## config.mk

```make
export PLATFORM = sky130hd
export DESIGN_NAME = trace_tx_scheduler
export DESIGN_NICKNAME = d
export VERILOG_FILES = /design/src/rtl/orbtrace_pkg.sv /design/src/rtl/led_stretch.sv /design/src/rtl/trace_tx_scheduler.sv
export SDC_FILE = /design/constraint.sdc
export NUM_CORES = 1
export LEC_CHECK = 0
export CAP_MARGIN = 25
export CORE_AREA = 3 3 85 87
export DETAILED_ROUTE_END_ITERATION = 16
export DIE_AREA = 0 0 88 90
export PLACE_DENSITY_LB_ADDON = 0.1
export SETUP_SLACK_MARGIN = 0.15
export SLEW_MARGIN = 25
export SYNTH_ARGS = -nofsm -noshare
export SYNTH_HDL_FRONTEND = slang
export SYNTH_SLANG_ARGS = --single-unit
export TNS_END_PERCENT = 50
```

## constraint.sdc

```tcl
create_clock -name clk -period 2.6 [get_ports clk]
set_input_delay 0.39 -clock clk [delete_from_list [all_inputs] [get_ports clk]]
set_output_delay 0.39 -clock clk [all_outputs]
set_load 0.1 [all_outputs]
```

## src/rtl/orbtrace_pkg.sv

```systemverilog
// Shared constants and types for the trace UART transmit path:
// packet header bytes, host command codes, trace width encodings and
// the scheduler state encoding.
package orbtrace_pkg;

  // Packet header bytes, one per source
  localparam logic [7:0] HDR_FRAME = 8'hA5;
  localparam logic [7:0] HDR_RESP  = 8'hA6;
  localparam logic [7:0] HDR_STAT  = 8'hA7;
  // Reply payload for an unknown or unsupported command
  localparam logic [7:0] NAK       = 8'hFF;

  // Upper nibble of a SET_WIDTH host command
  localparam logic [3:0] CMD_SET_WIDTH = 4'h5;

  // Trace port width encodings (00=1 bit, 01=2 bit, 10=4 bit, 11 invalid)
  localparam logic [1:0] WIDTH_1B   = 2'b00;
  localparam logic [1:0] WIDTH_RSVD = 2'b11;

  typedef enum logic [2:0] {
    ST_IDLE  = 3'd0,
    ST_HDR   = 3'd1,
    ST_FRAME = 3'd2,
    ST_RESP  = 3'd3,
    ST_STAT  = 3'd4
  } state_t;

  // True when the command is a SET_WIDTH carrying a usable width
  function automatic logic is_valid_set_width(input logic [7:0] cmd);
    return (cmd[7:4] == CMD_SET_WIDTH) && (cmd[1:0] != WIDTH_RSVD);
  endfunction

endpackage

```

## src/rtl/led_stretch.sv

```systemverilog
// Retriggerable pulse stretcher: the output stays high for LED_STRETCH
// cycles after the most recent trigger, so single-cycle events remain
// visible on an LED.
module led_stretch #(
  parameter int LED_STRETCH = 1_200_000
) (
  input  logic clk,
  input  logic rst_n,
  input  logic trig,
  output logic led
);

  localparam int CW = $clog2(LED_STRETCH + 1);

  logic [CW-1:0] cnt_q;
  logic [CW-1:0] cnt_d;

  // Reload on every trigger, otherwise count down to zero and stop
  always_comb begin
    cnt_d = cnt_q;
    if (trig) begin
      cnt_d = CW'(LED_STRETCH);
    end else if (cnt_q != '0) begin
      cnt_d = cnt_q - CW'(1);
    end
  end

  // Counter register
  always_ff @(posedge clk or negedge rst_n) begin
    if (!rst_n) begin
      cnt_q <= '0;
    end else begin
      cnt_q <= cnt_d;
    end
  end

  assign led = (cnt_q != '0);

endmodule

```

## src/rtl/trace_tx_scheduler.sv

```systemverilog
// Arbitrates the single UART TX byte stream between TPIU frames, host
// command replies and (optionally) periodic status packets, and owns the
// trace-width config register.
// Optional feature: define STATUS_INJECT_EN to enable the periodic status
// packet (A7, overflow count, width). Without it the STAT state is never
// entered and overflow strobes only drive the txOvf LED.
module trace_tx_scheduler
  import orbtrace_pkg::*;
#(
  parameter int FRAME_BYTES = 16,
  parameter int STAT_PERIOD = 12_000_000,
  parameter int LED_STRETCH = 1_200_000
) (
  input  logic                           clk,
  input  logic                           rst_n,
  input  logic                           frameValid,
  input  logic [7:0]                     frameByte,
  output logic [$clog2(FRAME_BYTES)-1:0] frameIdx,
  output logic                           frameDone,
  input  logic                           cmdValid,
  input  logic [7:0]                     cmdByte,
  input  logic                           ovfIn,
  output logic [1:0]                     widthCfg,
  output logic [7:0]                     txData,
  output logic                           txValid,
  input  logic                           txReady,
  output logic                           txInd,
  output logic                           txOvf
);

  localparam int IDX_W = $clog2(FRAME_BYTES);
  localparam logic [IDX_W-1:0] LAST_IDX = IDX_W'(FRAME_BYTES - 1);

  // Elaboration-time guard against unusable parameter sets
  if (FRAME_BYTES < 4 || FRAME_BYTES > 256 ||
      (FRAME_BYTES & (FRAME_BYTES - 1)) != 0 || STAT_PERIOD < 2) begin : g_cfg_check
    $error("trace_tx_scheduler: unsupported FRAME_BYTES or STAT_PERIOD");
  end

  state_t           state_q, state_d;
  state_t           pkt_q, pkt_d;        // payload state to enter once the header is sent
  logic [7:0]       tx_data_q, tx_data_d;
  logic             tx_valid_q, tx_valid_d;
  logic [IDX_W-1:0] frame_idx_q, frame_idx_d;
  logic             frame_done_q, frame_done_d;
  logic [1:0]       width_q, width_d;
  logic             cmd_pend_q, cmd_pend_d;
  logic [7:0]       resp_byte_q, resp_byte_d;
  logic             tx_fire;

`ifdef STATUS_INJECT_EN
  localparam int TW = $clog2(STAT_PERIOD);
  localparam logic [TW-1:0] LAST_TICK = TW'(STAT_PERIOD - 1);

  logic          stat_pend_q, stat_pend_d;
  logic [TW-1:0] stat_timer_q, stat_timer_d;
  logic [7:0]    ovf_cnt_q, ovf_cnt_d;
  logic [7:0]    stat_ovf_q, stat_ovf_d;   // overflow count captured at header transfer
  logic          stat_sel_q, stat_sel_d;   // 0: count byte next, 1: width byte next
  logic          stat_clr;

  assign stat_clr = (state_q == ST_HDR) && (pkt_q == ST_STAT) && tx_fire;
`endif

  assign tx_fire = tx_valid_q && txReady;

  // Command intake, packet sequencing and byte presentation
  always_comb begin
    state_d      = state_q;
    pkt_d        = pkt_q;
    tx_data_d    = tx_data_q;
    tx_valid_d   = tx_valid_q;
    frame_idx_d  = frame_idx_q;
    frame_done_d = 1'b0;
    width_d      = width_q;
    cmd_pend_d   = cmd_pend_q;
    resp_byte_d  = resp_byte_q;
`ifdef STATUS_INJECT_EN
    stat_pend_d  = stat_pend_q;
    stat_timer_d = stat_timer_q;
    ovf_cnt_d    = ovf_cnt_q;
    stat_ovf_d   = stat_ovf_q;
    stat_sel_d   = stat_sel_q;
`endif

    // A command arriving while a reply is still owed is ignored outright
    if (cmdValid && !cmd_pend_q) begin
      cmd_pend_d = 1'b1;
      if (is_valid_set_width(cmdByte)) begin
        width_d     = cmdByte[1:0];
        resp_byte_d = {6'b0, cmdByte[1:0]};
      end else begin
        resp_byte_d = NAK;
      end
    end

    // Every payload state presents a byte whenever txValid is low, which
    // yields exactly one idle cycle after each accepted byte.
    case (state_q)
      ST_IDLE: begin
        if (cmd_pend_q) begin
          tx_data_d  = HDR_RESP;
          tx_valid_d = 1'b1;
          pkt_d      = ST_RESP;
          state_d    = ST_HDR;
        end else if (frameValid && !frame_done_q) begin
          // frame_done_q blocks re-sending a buffer that is still releasing
          tx_data_d  = HDR_FRAME;
          tx_valid_d = 1'b1;
          pkt_d      = ST_FRAME;
          state_d    = ST_HDR;
        end
`ifdef STATUS_INJECT_EN
        else if (stat_pend_q) begin
          tx_data_d  = HDR_STAT;
          tx_valid_d = 1'b1;
          pkt_d      = ST_STAT;
          state_d    = ST_HDR;
        end
`endif
      end

      ST_HDR: begin
        if (tx_fire) begin
          tx_valid_d = 1'b0;
          state_d    = pkt_q;
        end
      end

      ST_FRAME: begin
        if (!tx_valid_q) begin
          tx_data_d  = frameByte;
          tx_valid_d = 1'b1;
        end else if (tx_fire) begin
          tx_valid_d = 1'b0;
          if (frame_idx_q == LAST_IDX) begin
            frame_idx_d  = '0;
            frame_done_d = 1'b1;
            state_d      = ST_IDLE;
          end else begin
            frame_idx_d = frame_idx_q + IDX_W'(1);
          end
        end
      end

      ST_RESP: begin
        if (!tx_valid_q) begin
          tx_data_d  = resp_byte_q;
          tx_valid_d = 1'b1;
        end else if (tx_fire) begin
          tx_valid_d = 1'b0;
          cmd_pend_d = 1'b0;
          state_d    = ST_IDLE;
        end
      end

      ST_STAT: begin
`ifdef STATUS_INJECT_EN
        if (!tx_valid_q) begin
          tx_data_d  = stat_sel_q ? {6'b0, width_q} : stat_ovf_q;
          tx_valid_d = 1'b1;
        end else if (tx_fire) begin
          tx_valid_d = 1'b0;
          if (stat_sel_q) begin
            stat_sel_d = 1'b0;
            state_d    = ST_IDLE;
          end else begin
            stat_sel_d = 1'b1;
          end
        end
`else
        state_d = ST_IDLE;
`endif
      end

      default: begin
        state_d    = ST_IDLE;
        tx_valid_d = 1'b0;
      end
    endcase

`ifdef STATUS_INJECT_EN
    // Overflow count: saturating, restarts at the STAT header transfer
    // (counting a coincident strobe)
    if (stat_clr) begin
      stat_ovf_d = ovf_cnt_q;
      stat_sel_d = 1'b0;
      ovf_cnt_d  = {7'b0, ovfIn};
    end else if (ovfIn && ovf_cnt_q != 8'hFF) begin
      ovf_cnt_d = ovf_cnt_q + 8'd1;
    end

    // Free-running period timer; a new period end wins over the clear
    if (stat_timer_q == LAST_TICK) begin
      stat_timer_d = '0;
      stat_pend_d  = 1'b1;
    end else begin
      stat_timer_d = stat_timer_q + TW'(1);
      if (stat_clr) begin
        stat_pend_d = 1'b0;
      end
    end
`endif
  end

  // State and output registers
  always_ff @(posedge clk or negedge rst_n) begin
    if (!rst_n) begin
      state_q      <= ST_IDLE;
      pkt_q        <= ST_IDLE;
      tx_data_q    <= 8'h00;
      tx_valid_q   <= 1'b0;
      frame_idx_q  <= '0;
      frame_done_q <= 1'b0;
      width_q      <= WIDTH_1B;
      cmd_pend_q   <= 1'b0;
      resp_byte_q  <= 8'h00;
`ifdef STATUS_INJECT_EN
      stat_pend_q  <= 1'b0;
      stat_timer_q <= '0;
      ovf_cnt_q    <= 8'h00;
      stat_ovf_q   <= 8'h00;
      stat_sel_q   <= 1'b0;
`endif
    end else begin
      state_q      <= state_d;
      pkt_q        <= pkt_d;
      tx_data_q    <= tx_data_d;
      tx_valid_q   <= tx_valid_d;
      frame_idx_q  <= frame_idx_d;
      frame_done_q <= frame_done_d;
      width_q      <= width_d;
      cmd_pend_q   <= cmd_pend_d;
      resp_byte_q  <= resp_byte_d;
`ifdef STATUS_INJECT_EN
      stat_pend_q  <= stat_pend_d;
      stat_timer_q <= stat_timer_d;
      ovf_cnt_q    <= ovf_cnt_d;
      stat_ovf_q   <= stat_ovf_d;
      stat_sel_q   <= stat_sel_d;
`endif
    end
  end

  assign frameIdx  = frame_idx_q;
  assign frameDone = frame_done_q;
  assign widthCfg  = width_q;
  assign txData    = tx_data_q;
  assign txValid   = tx_valid_q;

  led_stretch #(.LED_STRETCH(LED_STRETCH)) u_led_tx (
    .clk   (clk),
    .rst_n (rst_n),
    .trig  (tx_fire),
    .led   (txInd)
  );

  led_stretch #(.LED_STRETCH(LED_STRETCH)) u_led_ovf (
    .clk   (clk),
    .rst_n (rst_n),
    .trig  (ovfIn),
    .led   (txOvf)
  );

endmodule

```

# [Yosys cells after proc, flatten, opt, wreduce, memory -nomap -nowiden]
# Cells that the tools add are included.
[word_totals] output_inout_bits=18 in_bits=22 ff_bits=73 wordCells=87
[classes] addsub=3 n_mux=36 n_eq_ne=16 n_bitwise=1 n_reduce_logical=20
[op_table] cell="21-bit 2-to-1 mux" count=4
[op_table] cell="21-bit nonzero test" count=2
[op_table] cell="21-bit by 1-bit subtractor with 21-bit output, second input constant" count=2
[op_table] cell="8-bit 2-to-1 mux" count=5
[op_table] cell="3-bit 2-to-1 mux" count=10
[op_table] cell="8-bit one-hot mux with 3 select lines" count=1
[op_table] cell="2-bit inequality test, second input constant" count=9
[op_table] cell="1-bit 2-to-1 mux" count=13
[op_table] cell="3-bit one-hot mux with 4 select lines" count=1
[op_table] cell="7-bit AND reduction" count=1
[op_table] cell="3-bit by 2-bit equality test with 1-bit output, second input constant" count=2
[op_table] cell="3-bit AND reduction" count=2
[op_table] cell="2-bit nonzero test" count=3
[op_table] cell="4-bit by 1-bit adder with 4-bit output, second input constant" count=1
[op_table] cell="4-bit by 3-bit equality test with 1-bit output, second input constant" count=1
[op_table] cell="4-bit equality test, second input constant" count=1
[op_table] cell="1-bit logical AND" count=4
[op_table] cell="4-bit 2-to-1 mux" count=1
[op_table] cell="1-bit one-hot mux with 4 select lines" count=1
[op_table] cell="2-bit AND reduction" count=2
[op_table] cell="4-bit AND reduction" count=1
[op_table] cell="3-bit by 1-bit equality test with 1-bit output, second input constant" count=1
[op_table] cell="3-bit equality test, second input constant" count=1
[op_table] cell="3-bit logical NOT" count=1
[op_table] cell="5 further kinds" count=6

# [Longest topological paths before layout]
[depth] word_depth=6 depth_mapped=9 ltp_nobuf=8

# [Cells and area by module]
# From an unflattened synthesis, not the netlist that was laid out.
[unflattened] hier_cells=380 hier_area_um2=3658.5
[modules_own_cells] module="led_stretch" seq_area_each_um2=525.5 area_each_um2=1222.4 cells_per_inst=127 instances=2
[modules_own_cells] module="trace_tx_scheduler" seq_area_each_um2=600.6 area_each_um2=1213.7 cells_per_inst=126 instances=1

# [Worst setup path after synthesis]
# Ideal clock, no wire load.
[synth_timing] path_type="register to output" start="register u_led_ovf.cnt_q[13]" end="output txOvf" slack_ns=-0.069 arrival_ns=2.279 required_time_ns=2.210 stages_incl_launch_ff=4 n_path_buf=0 path_cell_list="dfrtp_1 > or4_1 > or2_2 > or4b_2"
[synth_between] elab_chain_cells=1
[synth_rtl] item="start: declaration" line_no="led_stretch.sv:15" text="logic [CW-1:0] cnt_q;"
[synth_rtl] item="start signal: assignment" line_no="led_stretch.sv:33" text="cnt_q <= cnt_d;"
[synth_rtl] item="21-bit nonzero test" line_no="led_stretch.sv:37" text="assign led = (cnt_q != '0);"
[synth_rtl] item="end: declaration" line_no="trace_tx_scheduler.sv:28" text="output logic txOvf"
# No other way between the ends.

# [Worst setup path in the final report]
[layout_timing] start="register u_led_ovf.cnt_q[11]" end="output txOvf"
# The elaborated chain is that of the path after synthesis.

==> out/qor.yml <==
via_count: 2695
postSynthCellCount: 352
r2r_cells: 8
ys_warn_count: 0
finalMaxSlewViolations: 0
vias_per_cell: 5.500
die_w_um: 88
sequentialPowerShare_pct: 33.8
p_sw_mw: 1.949
ir_drop_uv: 713.4
crit_chain: "or4_4 > or2_4 > or4b_4 > buf_12"
finalNetCount: 439
netlist_area_sq_um: 3383
syn_to_final_growth_pct: 25.30
die-area_sq_um: 7920
reg2reg_from: "u_led_ovf.cnt_q[0]"
clock.fmax_mhz: 388.0
clkPwrFrac_pct: 22.3
slowest_delay_ns: 0.54
yosys.area.top_type_share_pct: 48.82
synth-async-reset-ratio_pct: 100.0
cp-startpoint: "u_led_ovf.cnt_q[11]"
initial_utilization_pct: 52.68
core_area_sq_um: 6422
critPathMaxFanout: 2
cts_inserted_buffers: 9
status: "complete, no violations"
grt.total_usage_pct: 19.27
crit_end: "txOvf"
overflow: 0
ys_seq_area_share_pct: 48.82
antenna_cells: 0
fin_cells: 490
worst_slew_pin_slew_ns: 0.7728
cts_root_buf: "clkbuf_8"
cts.path.max_buffers: 2
post-route-min-period_ns: 2.577
synth-edff-count: 0
rsz0062_at_grt: "true"
slew_headroom_pct: 48.48
grt_max_degree: 37
powerDensity_nw_per_um2: 1030
first_pass_iters: 4
whs_ns: 0.1157
drc: 0
grt_pass1_wl_um: 12160
sw_frac_of_total_pct: 44.63
setup_slack_ns: 0.02251
clk_pin_slew_worst_paths_ns: 0.07
min_path_type: "input pin to asynchronous set/reset pin"
drt_iter0_drc: 93
finalClockSkew_ns: 0.01350
p_total_mw: 4.368
pre_cts_slack_ns: 0.2069
cts_tree: "yes"
path_class: "flip-flop to output pin"
fp.dieH_um: 90
grt_pass1_vias: 2605
finalSetupTns_ns: 0
critPathLaunchType: "flip-flop"
worst_setup_path_end_kind: "output pin"
setup_violations: 0
drv_cap: 0
place.gp.congestion: 0.7864
ant_nets: 0
rows: 29
post-route-period-util_pct: 99.13
dpl.hpwl_um: 4960
synth_seq_cells: 66
synth_cell_types: 46
wire_per_inst_um: 14.63
ys_top_cells_by_count: "dfrtp_1 (66), nor2_1 (45), a21oi_1 (28), nand2_1 (27), xnor2_1 (22)"
wl_um: 7171
syn_nets: 383
p_leak_nw: 1.683
dpl.cell_count: 466
crit_arrival_ns: 2.19
hold_violations: 0
synth_flop_cell: "dfrtp_1"
antenna_found_initial: 0
synth_top_area_cell: "dfrtp_1"
critical-path-slowest-cell: "or4_4"
timing.rr.end: "u_led_ovf.cnt_q[11]"
clkSinkCount: 66
p_int_mw: 2.419
clk_latency_ns: 0.34
combPwrFrac_pct: 43.9
synth_most_common_cell: "dfrtp_1"
yosys-top-cells-area: "dfrtp_1 (49%), xnor2_1 (5.7%), nor2_1 (5.0%)"
port_buffers: 37
htreeDepth: 3
io_pins: 40
required_ns: 2.21
final_layout_size_suffix_gt1_share_pct: 20.10
avgSynthCellArea_sq_um: 9.611
reg2reg_setup_slack_ns: 0.37
==> worst max-delay path: cells and delay by family (launching register included) <==
family / cells / cell delay [ns]
and+or+nand+nor: 3 / 1.28
DFF: 1 / 0.39
buffers and inverters: 1 / 0.18
==> per-layer routing <==
metal / track usage, % / part of all wire (%) / vias up / wire (um)
li1: - / - / 1372 / -
met1: 25.45 / 47 / 1286 / 3386
met2: 30.59 / 49 / 28 / 3538
met3: 3.565 / 2.1 / 9 / 151
met4: 8.184 / 1.3 / 0 / 95
met5: 0 / 0 / - / 0
==> state kept, by name, summed over array words and instances, names as in the netlist, 2 cells and up <==
| name | cells |
|---|---|
| state_q | 2 |
| pkt_q | 2 |
| widthCfg | 2 |
| resp_byte_q | 3 |
| u_led_tx.cnt_q | 21 |
| u_led_ovf.cnt_q | 21 |
| txData | 8 |
| frameIdx | 4 |
==> cell type report <==
| cell class | instances | area (sq um) |
|---|---|---|
| multi-input cells | 264 | 1715 |
| inverters | 7 | 30.03 |
| well taps | 77 | 96.34 |
| flip-flops and latches | 66 | 1652 |
| clock inverters | 6 | 90.09 |
| fillers | 528 | 2183 |
| clock buffers | 10 | 137.6 |
| repair buffers | 60 | 518.0 |
==> kinds of logic after synthesis <==
| kind of cell | share of synthesized area, % |
|---|---|
| adders and majority gates | 3.328 |
| buffers and inverters | 2.552 |
| DFF | 48.82 |
| muxes | 0.9246 |
| xor gates and xnor gates | 5.954 |
| AOI/OAI and AO/OA | 14.13 |
| and+or+nand+nor | 24.30 |
==> how the worst min path moves through the flow <==
stage	start	to	slack [ns]
6_report	rst_n	u_led_ovf.cnt_q[3]	0.12
5_1_grt	rst_n	txData[3]	0.17
4_1_cts	rst_n	u_led_ovf.cnt_q[18]	0.14
3_5_place_dp	pkt_q[1]	pkt_q[1]	0.46
3_3_place_gp	pkt_q[1]	pkt_q[1]	0.46
2_1_floorplan	rst_n	cmd_pend_q	0.09
==> repair_timing <==
action	CTS	global route
buffers inserted	7	1
hold buffers	0	0
resized for setup	9	7
setup endpoints to repair	2	2
pin swaps	4	5
==> metrics by stage <==
stage	utilization (%)	instance area (sq um)
finish	66.00	4239
global route	66.00	4239
CTS	65.40	4200
detailed placement	60.67	3896
global placement	60.67	3896
floorplan	-	3406
==> cells in the final DEF, fill, tap and decap left out, drive strengths merged, types with 2 or more instances in the layout <==
master / n
and2: 3
xnor2: 22
nor3: 11
a221oi: 2
nor2: 45
inv: 6
nand3: 7
nand2: 27
nand2b: 10
nor4: 8
bufinv: 2
clkinv: 3
nand4: 4
mux2i: 2
a2111oi: 4
clkbuf: 10
a21oi: 28
o41ai: 2
buf: 42
clkdlybuf4s50: 18
a211oi: 6
a21o: 2
o31ai: 5
clkinvlp: 2
or3b: 5
or4b: 3
a31o: 2
nor2b: 3
nor3b: 7
o21ai: 18
dfrtp: 66
nand3b: 4
ha: 9
or3: 6
or4: 7
==> power groups by stage <==
stage / logic (mW) / clock network, mW / registers, mW
finish: 1.92 / 0.976 / 1.47
floorplan: 0.813 / 0 / 2.09
detailed placement: 1.87 / 0 / 1.48
global route: 2.09 / 1.04 / 1.51
CTS: 1.90 / 0.998 / 1.46
global placement: 1.84 / 0 / 1.47
(Power assumes the default switching activity.)
